===== src/rtl/fetch_queue_pkg.sv =====
// -----------------------------------------------------------------------------
// fetch_queue_pkg
//   Shared constants for the instruction fetch queue. The fetch queue, its bus
//   interface and the bench import these values.
//
//   NOP_INSTR   : RV64I canonical NOP (addi x0, x0, 0). Decode sees it when the
//                 queue is empty.
//   ADDR_W_DEF  : default PC width.
//   INSTR_W_DEF : default instruction width.
//   DEPTH_DEF   : default number of queue entries.
// -----------------------------------------------------------------------------
package fetch_queue_pkg;

  localparam int ADDR_W_DEF  = 64;
  localparam int INSTR_W_DEF = 32;
  localparam int DEPTH_DEF   = 4;

  localparam logic [31:0] NOP_INSTR = 32'h0000_0013;

  // Builds the instruction shown to decode. An empty queue presents a NOP
  // instead of stale storage contents.
  function automatic logic [INSTR_W_DEF-1:0] gate_instr(
    input logic                   valid,
    input logic [INSTR_W_DEF-1:0] instr
  );
    return valid ? instr : NOP_INSTR;
  endfunction

endpackage


===== src/rtl/fetch_queue_if.sv =====
// -----------------------------------------------------------------------------
// fetch_queue_if
//   Bundles the fetch-side and decode-side signals of the fetch queue.
//
//   Fetch side : pc_in, instr_in, fetch_valid (into the queue)
//                pc_stall (out, back-pressure to prog_counter)
//   Control    : flush (into the queue, taken branch/jump)
//   Decode side: dec_ready (into the queue)
//                dec_valid, dec_pc, dec_instr (out, head entry)
//   Status     : count (out, occupied entries)
//
//   master : the environment, which is fetch plus decode
//   slave  : the fetch queue itself
// -----------------------------------------------------------------------------
interface fetch_queue_if
  import fetch_queue_pkg::*;
#(
  parameter int DEPTH   = DEPTH_DEF,
  parameter int ADDR_W  = ADDR_W_DEF,
  parameter int INSTR_W = INSTR_W_DEF
);

  localparam int CNT_W = $clog2(DEPTH) + 1;

  logic [ADDR_W-1:0]  pc_in;
  logic [INSTR_W-1:0] instr_in;
  logic               fetch_valid;
  logic               pc_stall;
  logic               flush;
  logic               dec_ready;
  logic               dec_valid;
  logic [ADDR_W-1:0]  dec_pc;
  logic [INSTR_W-1:0] dec_instr;
  logic [CNT_W-1:0]   count;

  modport master (
    output pc_in,
    output instr_in,
    output fetch_valid,
    output flush,
    output dec_ready,
    input  pc_stall,
    input  dec_valid,
    input  dec_pc,
    input  dec_instr,
    input  count
  );

  modport slave (
    input  pc_in,
    input  instr_in,
    input  fetch_valid,
    input  flush,
    input  dec_ready,
    output pc_stall,
    output dec_valid,
    output dec_pc,
    output dec_instr,
    output count
  );

endinterface


===== src/rtl/fetch_queue_storage.sv =====
// -----------------------------------------------------------------------------
// fq_storage
//   Register array for the fetch queue. It has one synchronous write port and
//   one asynchronous read port. Nothing clears the contents. Only the queue's
//   pointers decide which entries are live, so no reset is needed here.
//
//   i_clk   : clock
//   i_we    : write enable
//   i_waddr : write index
//   i_wdata : write data
//   i_raddr : read index
//   o_rdata : read data for i_raddr (combinational)
// -----------------------------------------------------------------------------
module fq_storage #(
  parameter int DEPTH  = 4,
  parameter int DATA_W = 96,
  localparam int PTR_W = $clog2(DEPTH)
) (
  input  logic              i_clk,
  input  logic              i_we,
  input  logic [PTR_W-1:0]  i_waddr,
  input  logic [DATA_W-1:0] i_wdata,
  input  logic [PTR_W-1:0]  i_raddr,
  output logic [DATA_W-1:0] o_rdata
);

  logic [DATA_W-1:0] r_mem [DEPTH];

  always_ff @(posedge i_clk) begin
    if (i_we) begin
      r_mem[i_waddr] <= i_wdata;
    end
  end

  assign o_rdata = r_mem[i_raddr];

endmodule


===== src/rtl/fetch_queue.sv =====
// -----------------------------------------------------------------------------
// fetch_queue
//   Instruction fetch queue between prog_counter and decode. It is a
//   first-word-fall-through FIFO of (PC, instruction) pairs.
//   - pc_stall asserts while the queue is full. It drives the prog_counter
//     stall input.
//   - The oldest entry is presented to decode with a valid/ready handshake.
//     dec_pc and dec_instr are gated to 0 and NOP while the queue is empty.
//   - flush discards every queued entry, and also the pair offered in the
//     flush cycle.
//
//   clk   : clock, all state changes on the rising edge
//   reset : synchronous, active-high
//   fq    : fetch_queue_if.slave (see the interface for the signal list)
// -----------------------------------------------------------------------------
module fetch_queue
  import fetch_queue_pkg::*;
#(
  parameter int DEPTH   = DEPTH_DEF,
  parameter int ADDR_W  = ADDR_W_DEF,
  parameter int INSTR_W = INSTR_W_DEF
) (
  input  logic        clk,
  input  logic        reset,
  fetch_queue_if.slave fq
);

  localparam int PTR_W  = $clog2(DEPTH);
  localparam int CNT_W  = PTR_W + 1;
  localparam int DATA_W = ADDR_W + INSTR_W;

  logic [PTR_W-1:0]  r_rd_ptr;
  logic [PTR_W-1:0]  r_wr_ptr;
  logic [CNT_W-1:0]  r_count;

  logic              w_full;
  logic              w_empty;
  logic              w_we;
  logic              w_re;
  logic [DATA_W-1:0] w_wdata;
  logic [DATA_W-1:0] w_head;
  logic [ADDR_W-1:0] w_head_pc;
  logic [INSTR_W-1:0] w_head_instr;

  // full and empty come from the registered count. A read in the same cycle
  // therefore cannot free a slot for that cycle's write. prog_counter is
  // already stalled and offers the same PC again.
  assign w_full  = (r_count == CNT_W'(DEPTH));
  assign w_empty = (r_count == '0);

  // A flush drops both the incoming pair and the head entry. The head entry
  // is not counted as consumed, so flush masks both enables.
  assign w_we = fq.fetch_valid && !w_full  && !fq.flush && !reset;
  assign w_re = fq.dec_ready   && !w_empty && !fq.flush;

  assign w_wdata = {fq.pc_in, fq.instr_in};

  fq_storage #(
    .DEPTH  (DEPTH),
    .DATA_W (DATA_W)
  ) u_storage (
    .i_clk   (clk),
    .i_we    (w_we),
    .i_waddr (r_wr_ptr),
    .i_wdata (w_wdata),
    .i_raddr (r_rd_ptr),
    .o_rdata (w_head)
  );

  assign w_head_pc    = w_head[DATA_W-1:INSTR_W];
  assign w_head_instr = w_head[INSTR_W-1:0];

  // Pointers wrap naturally because DEPTH is a power of two.
  always_ff @(posedge clk) begin
    if (reset || fq.flush) begin
      r_rd_ptr <= '0;
      r_wr_ptr <= '0;
      r_count  <= '0;
    end else begin
      if (w_we) begin
        r_wr_ptr <= r_wr_ptr + PTR_W'(1);
      end
      if (w_re) begin
        r_rd_ptr <= r_rd_ptr + PTR_W'(1);
      end
      if (w_we && !w_re) begin
        r_count <= r_count + CNT_W'(1);
      end else if (w_re && !w_we) begin
        r_count <= r_count - CNT_W'(1);
      end
    end
  end

  // Outputs depend only on registered state. dec_ready has no combinational
  // path to any of them.
  assign fq.pc_stall  = w_full;
  assign fq.dec_valid = !w_empty;
  assign fq.dec_pc    = w_empty ? '0 : w_head_pc;
  assign fq.dec_instr = gate_instr(!w_empty, w_head_instr);
  assign fq.count     = r_count;

endmodule


===== src/flat_wrapper.sv =====
// flat-port wrapper written by rule: the top's interface ports become plain ports
module fetch_queue_flat import fetch_queue_pkg::*;
#(
  parameter int DEPTH   = DEPTH_DEF,
  parameter int ADDR_W  = ADDR_W_DEF,
  parameter int INSTR_W = INSTR_W_DEF
)
  (clk, reset, fq_pc_in, fq_instr_in, fq_fetch_valid, fq_flush, fq_dec_ready, fq_pc_stall, fq_dec_valid, fq_dec_pc, fq_dec_instr, fq_count);
  fetch_queue_if #(.DEPTH(DEPTH), .ADDR_W(ADDR_W), .INSTR_W(INSTR_W)) fq_i ();
  input  logic clk;
  input  logic reset;
  input wire logic [$bits(fq_i.pc_in)-1:0] fq_pc_in;
  input wire logic [$bits(fq_i.instr_in)-1:0] fq_instr_in;
  input wire logic [$bits(fq_i.fetch_valid)-1:0] fq_fetch_valid;
  input wire logic [$bits(fq_i.flush)-1:0] fq_flush;
  input wire logic [$bits(fq_i.dec_ready)-1:0] fq_dec_ready;
  output wire logic [$bits(fq_i.pc_stall)-1:0] fq_pc_stall;
  output wire logic [$bits(fq_i.dec_valid)-1:0] fq_dec_valid;
  output wire logic [$bits(fq_i.dec_pc)-1:0] fq_dec_pc;
  output wire logic [$bits(fq_i.dec_instr)-1:0] fq_dec_instr;
  output wire logic [$bits(fq_i.count)-1:0] fq_count;
  assign fq_i.pc_in = fq_pc_in;
  assign fq_i.instr_in = fq_instr_in;
  assign fq_i.fetch_valid = fq_fetch_valid;
  assign fq_i.flush = fq_flush;
  assign fq_i.dec_ready = fq_dec_ready;
  assign fq_pc_stall = fq_i.pc_stall;
  assign fq_dec_valid = fq_i.dec_valid;
  assign fq_dec_pc = fq_i.dec_pc;
  assign fq_dec_instr = fq_i.dec_instr;
  assign fq_count = fq_i.count;
  fetch_queue #(.DEPTH(DEPTH), .ADDR_W(ADDR_W), .INSTR_W(INSTR_W)) u_core (.clk(clk), .reset(reset), .fq(fq_i));
endmodule

===== config.mk =====
export PLATFORM = sky130hd
export DESIGN_NAME = fetch_queue_flat
export DESIGN_NICKNAME = d
export VERILOG_FILES = /design/src/rtl/fetch_queue_pkg.sv /design/src/rtl/fetch_queue_if.sv /design/src/rtl/fetch_queue_storage.sv /design/src/rtl/fetch_queue.sv /design/src/flat_wrapper.sv
export SDC_FILE = /design/constraint.sdc
export NUM_CORES = 1
export LEC_CHECK = 0
export BUFFER_PORTS_ARGS = -buffer_cell sky130_fd_sc_hd__buf_2
export CORE_UTILIZATION = 30
export CTS_CLUSTER_DIAMETER = 200
export DETAILED_ROUTE_END_ITERATION = 6
export PLACE_DENSITY_LB_ADDON = 0.1
export REMOVE_ABC_BUFFERS = 1
export SYNTH_ARGS = -nofsm -noshare
export SYNTH_HDL_FRONTEND = slang
export SYNTH_HIERARCHICAL = 1
export SYNTH_SLANG_ARGS = --single-unit

===== constraint.sdc =====
create_clock -name clk -period 11.11 [get_ports clk]
set_input_delay 0.5555 -clock clk [delete_from_list [all_inputs] [get_ports clk]]
set_output_delay 0.5555 -clock clk [all_outputs]
set_load 0.05 [all_outputs]

==> results of run 1 <==
==> layout make-up <==
| type | count | area, sq um | area share [%] |
|---|---|---|---|
| Antenna cell | 2 | 5.005 | 0.02754 |
| Sequential cell | 391 | 11680 | 64.26 |
| Multi-Input combinational cell | 225 | 3093 | 17.02 |
| Clock inverter | 24 | 226.5 | 1.246 |
| Timing Repair Buffer | 211 | 1081 | 5.948 |
| Clock buffer | 59 | 1251 | 6.885 |
| Inverter | 2 | 7.507 | 0.04131 |
| Tap cell | 664 | 830.8 | 4.571 |
==> cells by family after synthesis <==
family                     count (synthesis)
xor gates and xnor gates                   4
adders and majority gates                  2
muxes                                     97
buffers and inverters                     36
and+or+nand+nor                          114
AOI/OAI and AO/OA                          8
DFF                                      391
==> synthesized netlist by cell type <==
library cell,count
and3b_1,2
nand2_1,1
nor3_1,1
fa_1,1
edfxtp_1,384
o211ai_1,1
inv_1,2
mux4_2,96
and2_1,63
buf_12,1
buf_8,4
or3_1,4
buf_2,12
a21oi_1,2
mux2i_1,1
clkbuf_1,12
nand2b_1,3
nor2_1,5
buf_6,5
xor2_1,4
nor3b_1,2
dfxtp_1,7
o31ai_1,2
ha_1,1
o311ai_0,1
and3_1,1
and2_4,30
or2_2,2
o21ai_0,2
==> worst max-delay path, stage by stage (launching register included) <==
cell and delay [ns]:
dfxtp_4 0.74, buf_4 0.80, mux4_2 0.58, nand2b_1 0.15
buf_2 0.25
==> per-layer routing <==
metal	part of all wire [%]	routed length (um)	vias up	global-route usage, %
li1	-	-	3129	-
met1	44	14310	3655	17.26
met2	47	15310	171	20.32
met3	6.3	2048	50	4.302
met4	1.7	550	10	3.489
met5	0.19	61	-	0
==> state kept, by name, indices dropped and copies added, names as in the netlist <==
name                    cells
u_core/u_storage/r_mem    384
u_core/r_wr_ptr             2
u_core/r_rd_ptr             2
u_core/fq.count             3
==> stage by stage <==
step | std cells | power (W) | setup slack [ns] | cell area (sq um)
after floorplan | 618 | 0.001795 | 1.836 | 14750
after global placement | 1493 | 0.001863 | 7.409 | 16690
after detailed placement | 1493 | 0.001864 | 7.388 | 16690
after CTS | 1576 | 0.003342 | 7.197 | 18170
after global routing | 1576 | 0.003406 | 7.071 | 18170
final | 1578 | 0.003281 | 7.400 | 18170
==> cell usage in the layout (no fill, tap or decap), drive strengths merged <==
master	instances
inv	4
o211ai	1
ha	1
xor2	4
clkinvlp	3
mux2i	1
edfxtp	384
buf	211
o31ai	2
o311ai	1
bufinv	4
or2	2
clkbuf	59
nor3b	2
nand2	1
or3	4
fa	1
and3b	2
dfxtp	7
a21oi	2
and2	93
nor3	1
nor2	5
nand2b	3
diode	2
clkinv	15
mux4	96
and3	1
o21ai	2
==> power by group <==
group | internal [W] | switching (W)
Combinational | 0.0000579 | 0.000127
Clock | 0.000885 | 0.000569
Sequential | 0.00164 | 0.00000543
==> how the worst min path moves through the flow <==
stage	end	slack, ns
final	u_core/u_storage/r_mem[0][29]	0.21
after global routing	u_core/u_storage/r_mem[0][32]	0.17
after CTS	u_core/u_storage/r_mem[1][33]	0.16
after detailed placement	u_core/fq.count[2]	0.55
after global placement	u_core/fq.count[2]	0.55
after floorplan	u_core/r_wr_ptr[0]	0.50
==> metrics.yaml, run 1 <==
status: "finished, final reports clean"
yosys.area.top_type: "edfxtp_1"
die_w_um: 225.5
r2r_cells: 4
tns_ns: 0
yosys-top-cells-area: "edfxtp_1, mux4_2, and2_1"
initial_core_util_pct: 30.50
max_slew.worst_pin.slew_ns: 1.020
grt_usage_pct: 12.98
hold_start: "fq_instr_in[29]"
cp-startpoint: "u_core/r_rd_ptr[0]"
grt_max_degree: 60
drt_iter0_markers: 322
holdCritPathClass: "in2reg"
synth_top_area_share_pct: 76.92
min_period_ns: 3.710
drive_above_1_share_pct: 45.07
hold_viol: 0
viasPerCell: 4.446
synth-xor-area-share_pct: 0.2337
syn_area_sq_um: 14990
grt_pass1_wl_um: 47920
crit_path_end: "fq_dec_instr[4]"
timing.slew.headroom_pct: 31.98
clk_pin_slew_ns: 0.06
io_buffers: 201
r2r_setup_slack_ns: 7.87
cts_tree: "done"
synth_compound_area_share_pct: 0.3422
arrival_ns: 3.15
min_path_cells: 1
path_class: "reg2out"
critical_path_required_ns: 10.55
cp-start-kind: "flip-flop"
fmax_mhz: 269.5
io_pins: 202
ys_seq_area_share_pct: 77.86
cts_sinks: 391
maxCapViolations: 0
grt_pass1_vias: 7465
die_area_sq_um: 50870
drc: 0
drv_slew: 0
fp.coreArea_sq_um: 49150
place_congestion: 0.6720
clk_latency_ns: 0.55
dr.pass1.iters: 4
peakVddDrop_mv: 0.09447
ys_warn_count: 6
ys_ff_latch: 391
vias: 7015
grt_antenna_before_repair: 7
fillers: 4573
leakagePower_nw: 6.129
power_density_nw_per_um2: 180.5
wl_per_cell_um: 20.46
cts_setup_buffers: 0
synth-simple-area-share_pct: 5.200
hpwlAfterDp_um: 17890
layout.nets: 979
grt_overflow_total: 0
hold_ws_ns: 0.2120
syn_inst: 652
synth_adder_area_share_pct: 0.2170
routed_wl_um: 32280
ys_types: 29
cp-end-kind: "primary output"
area_delta_synth_final_pct: 21.23
grt_setup_unrepaired: "false"
fp.dieH_um: 225.5
setup_viol: 0
cts_root_buffer: "clkbuf_16"
crit_path_max_fanout: 39
cts_resized: 0
ctsHoldBuffers: 0
final_core_util_pct: 36.97
r2r-end: "u_core/u_storage/r_mem[2][76]"
min_period_over_period_pct: 33.40
num_rows: 81
ant_nets: 0
synthMuxAreaShare_pct: 14.49
avgSynthCellArea_sq_um: 22.99
final.setup_skew_ns: 0.01167
cts_buffer_depth: 3
cts_max_level: 2
cts_made_buffers: 45
synth_top_family_by_area: "multiplexers"
reg2reg_from: "u_core/fq.count[0]"
Power figures use the tool's default switching activity.
==> run 2: changes to the inputs <==
Clock period 11.11 ns to 3.2 ns, I/O delays scaled along.
==> run 2 against run 1 <==
Routed wire length about the same. Clock power grew to 3.4 times the previous value. Setup slack worse by 6.9 ns. Die area unchanged. Clock skew fell by 0.0029 ns. Largest cell class unchanged. Highest routed layer unchanged.
==> metrics.yaml, run 2 (same netlist as run 1, synthesis figures left out) <==
status: "finished, final reports clean"
clk_latency_ns: 0.55  # about the same
num_rows: 81  # unchanged
multi_input_area_sq_um: 3093  # unchanged
io_buffers: 201  # unchanged
fp.coreArea_sq_um: 49150  # unchanged
drv_slew: 0  # unchanged
grt_overflow_total: 0  # unchanged
layout.nets: 1093  # +12%
fp.dieH_um: 225.5  # unchanged
timing.slew.headroom_pct: 56.95  # +25 points
drive_above_1_share_pct: 40.63  # -4.4 points
hpwlAfterDp_um: 18510  # +3.4%
leakagePower_nw: 6.635  # +8.3%
grt_usage_pct: 12.95  # -0.033 points
place_congestion: 0.6977  # +3.8%
fmax_mhz: 368.5
met1Wirelength_um: 14360  # +0.34%
vias: 7421  # +5.8%
setup_viol: 0  # unchanged
final_cell_count_no_fill: 1689  # +7.0%
crit_path_max_fanout: 26  # -33%
die_w_um: 225.5  # unchanged
critical_path_required_ns: 3.04  # -7.51 ns
path_class: "reg2out"
initial_core_util_pct: 30.50  # unchanged
fillers: 4461  # -2.4%
power_density_nw_per_um2: 586.0  # +220%
ant_nets: 0  # unchanged
io_pins: 202  # unchanged
maxCapViolations: 0  # unchanged
routed_wl_um: 32260  # about the same
grt_pass1_vias: 7962  # +6.7%
clk_pin_slew_ns: 0.05  # about the same
cp-start-kind: "flip-flop"
cts_made_buffers: 45  # unchanged
largest-register: "u_core/u_storage/r_mem"
drc: 0  # unchanged
area_delta_synth_final_pct: 29.57
cts_resized: 0  # unchanged
grt_antenna_before_repair: 2  # -5
dr.pass1.iters: 4  # unchanged
met3WireLength_um: 1661  # -19%
dr_wl_met2_um: 15510  # +1.3%
cts_tree: "done"
min_period_over_period_pct: 84.80
hold_viol: 0  # unchanged
viasPerCell: 4.394  # -1.2%
final.setup_skew_ns: 0.008723  # -0.002945 ns
max_slew.worst_pin.slew_ns: 0.6457  # -0.3747 ns
drt_iter0_markers: 334  # +3.7%
total_power_w: 0.01138  # +250%
final_common_cell: "edfxtp_1"
arrival_ns: 2.55  # -0.60 ns
cts_sinks: 391  # unchanged
holdCritPathClass: "in2reg"
grt_pass1_wl_um: 48730  # +1.7%
cts_root_buffer: "clkbuf_16"
layout_common_cells: "edfxtp_1, buf_2, dlygate4sd3_1"
min_period_ns: 2.714
die_area_sq_um: 50870  # unchanged
wl_per_cell_um: 19.10  # -6.6%
grt_setup_unrepaired: "false"
cts_buffer_depth: 3  # unchanged
cp-end-kind: "primary output"
largest_reg_flops: 384  # unchanged
cts_max_level: 2  # unchanged
grt_max_degree: 51  # -15%
dr.max_layer_used: "met5"
dp.cells: 1504  # +0.74%
peakVddDrop_mv: 0.3491  # +270%
register_area_sq_um: 11680  # unchanged
-- run 2: worst max-delay path: stages (launching register included) --
cell and delay (ns):
dfxtp_4 0.76, buf_4 0.32, mux4_2 0.50, and2_1 0.17, buf_2 0.21
-- run 2: layout make-up --
cell class | instances | area share [%]
Antenna cell | 1 | 0.01288
Clock buffer | 56 | 6.010
Clock inverter | 25 | 1.282
Inverter | 2 | 0.03865
Multi-Input combinational cell | 225 | 15.92
Sequential cell | 391 | 60.13
Tap cell | 664 | 4.277
Timing Repair Buffer | 325 | 12.33
-- run 2: power breakdown --
group,switching [W],internal [W]
sequential,0.0000188,0.00568
combinational,0.000465,0.000297
clock,0.00194,0.00298
total,0.00242,0.00896
-- run 2: stage by stage --
step                      cell area [sq um]  utilization [%]  setup slack (ns)  hold WS (ns)  setup TNS, ns
final                                 19420            39.52            0.4863        0.3508              0
after global routing                  19420            39.52            0.3260        0.3360              0
after CTS                             19420            39.51            0.3635        0.2991              0
after detailed placement              16970            34.53            0.7491        0.3790              0
after global placement                16970            34.53            0.7498        0.3799              0
after floorplan                       14750                -            -6.074        0.2589       -1108.01
-- run 2: layer usage --
| layer | track usage [%] | up-vias |
|---|---|---|
| met2 | 21.10 | 166 |
| met4 | 4.411 | 2 |
| met1 | 16.89 | 3849 |
| met3 | 3.129 | 56 |
| met5 | 0 | - |
| li1 | - | 3348 |
-- run 2: timing repair --
item | CTS | global route
setup buffers | 0 | 0
hold buffers | 103 | 0
endpoints found under the hold margin | 391 | 0
-- run 2: worst paths after layout --
check                                        start  cells past startpoint  slack, ns                             to
worst max-delay path            u_core/r_rd_ptr[0]                      4       0.49                  fq_dec_pc[24]
worst min register to register  u_core/r_wr_ptr[0]                      2       0.57             u_core/r_wr_ptr[0]
worst min-delay path                  fq_pc_in[37]                      2       0.35  u_core/u_storage/r_mem[0][69]
worst max register to register  u_core/fq.count[0]                      8       0.78             u_core/fq.count[2]
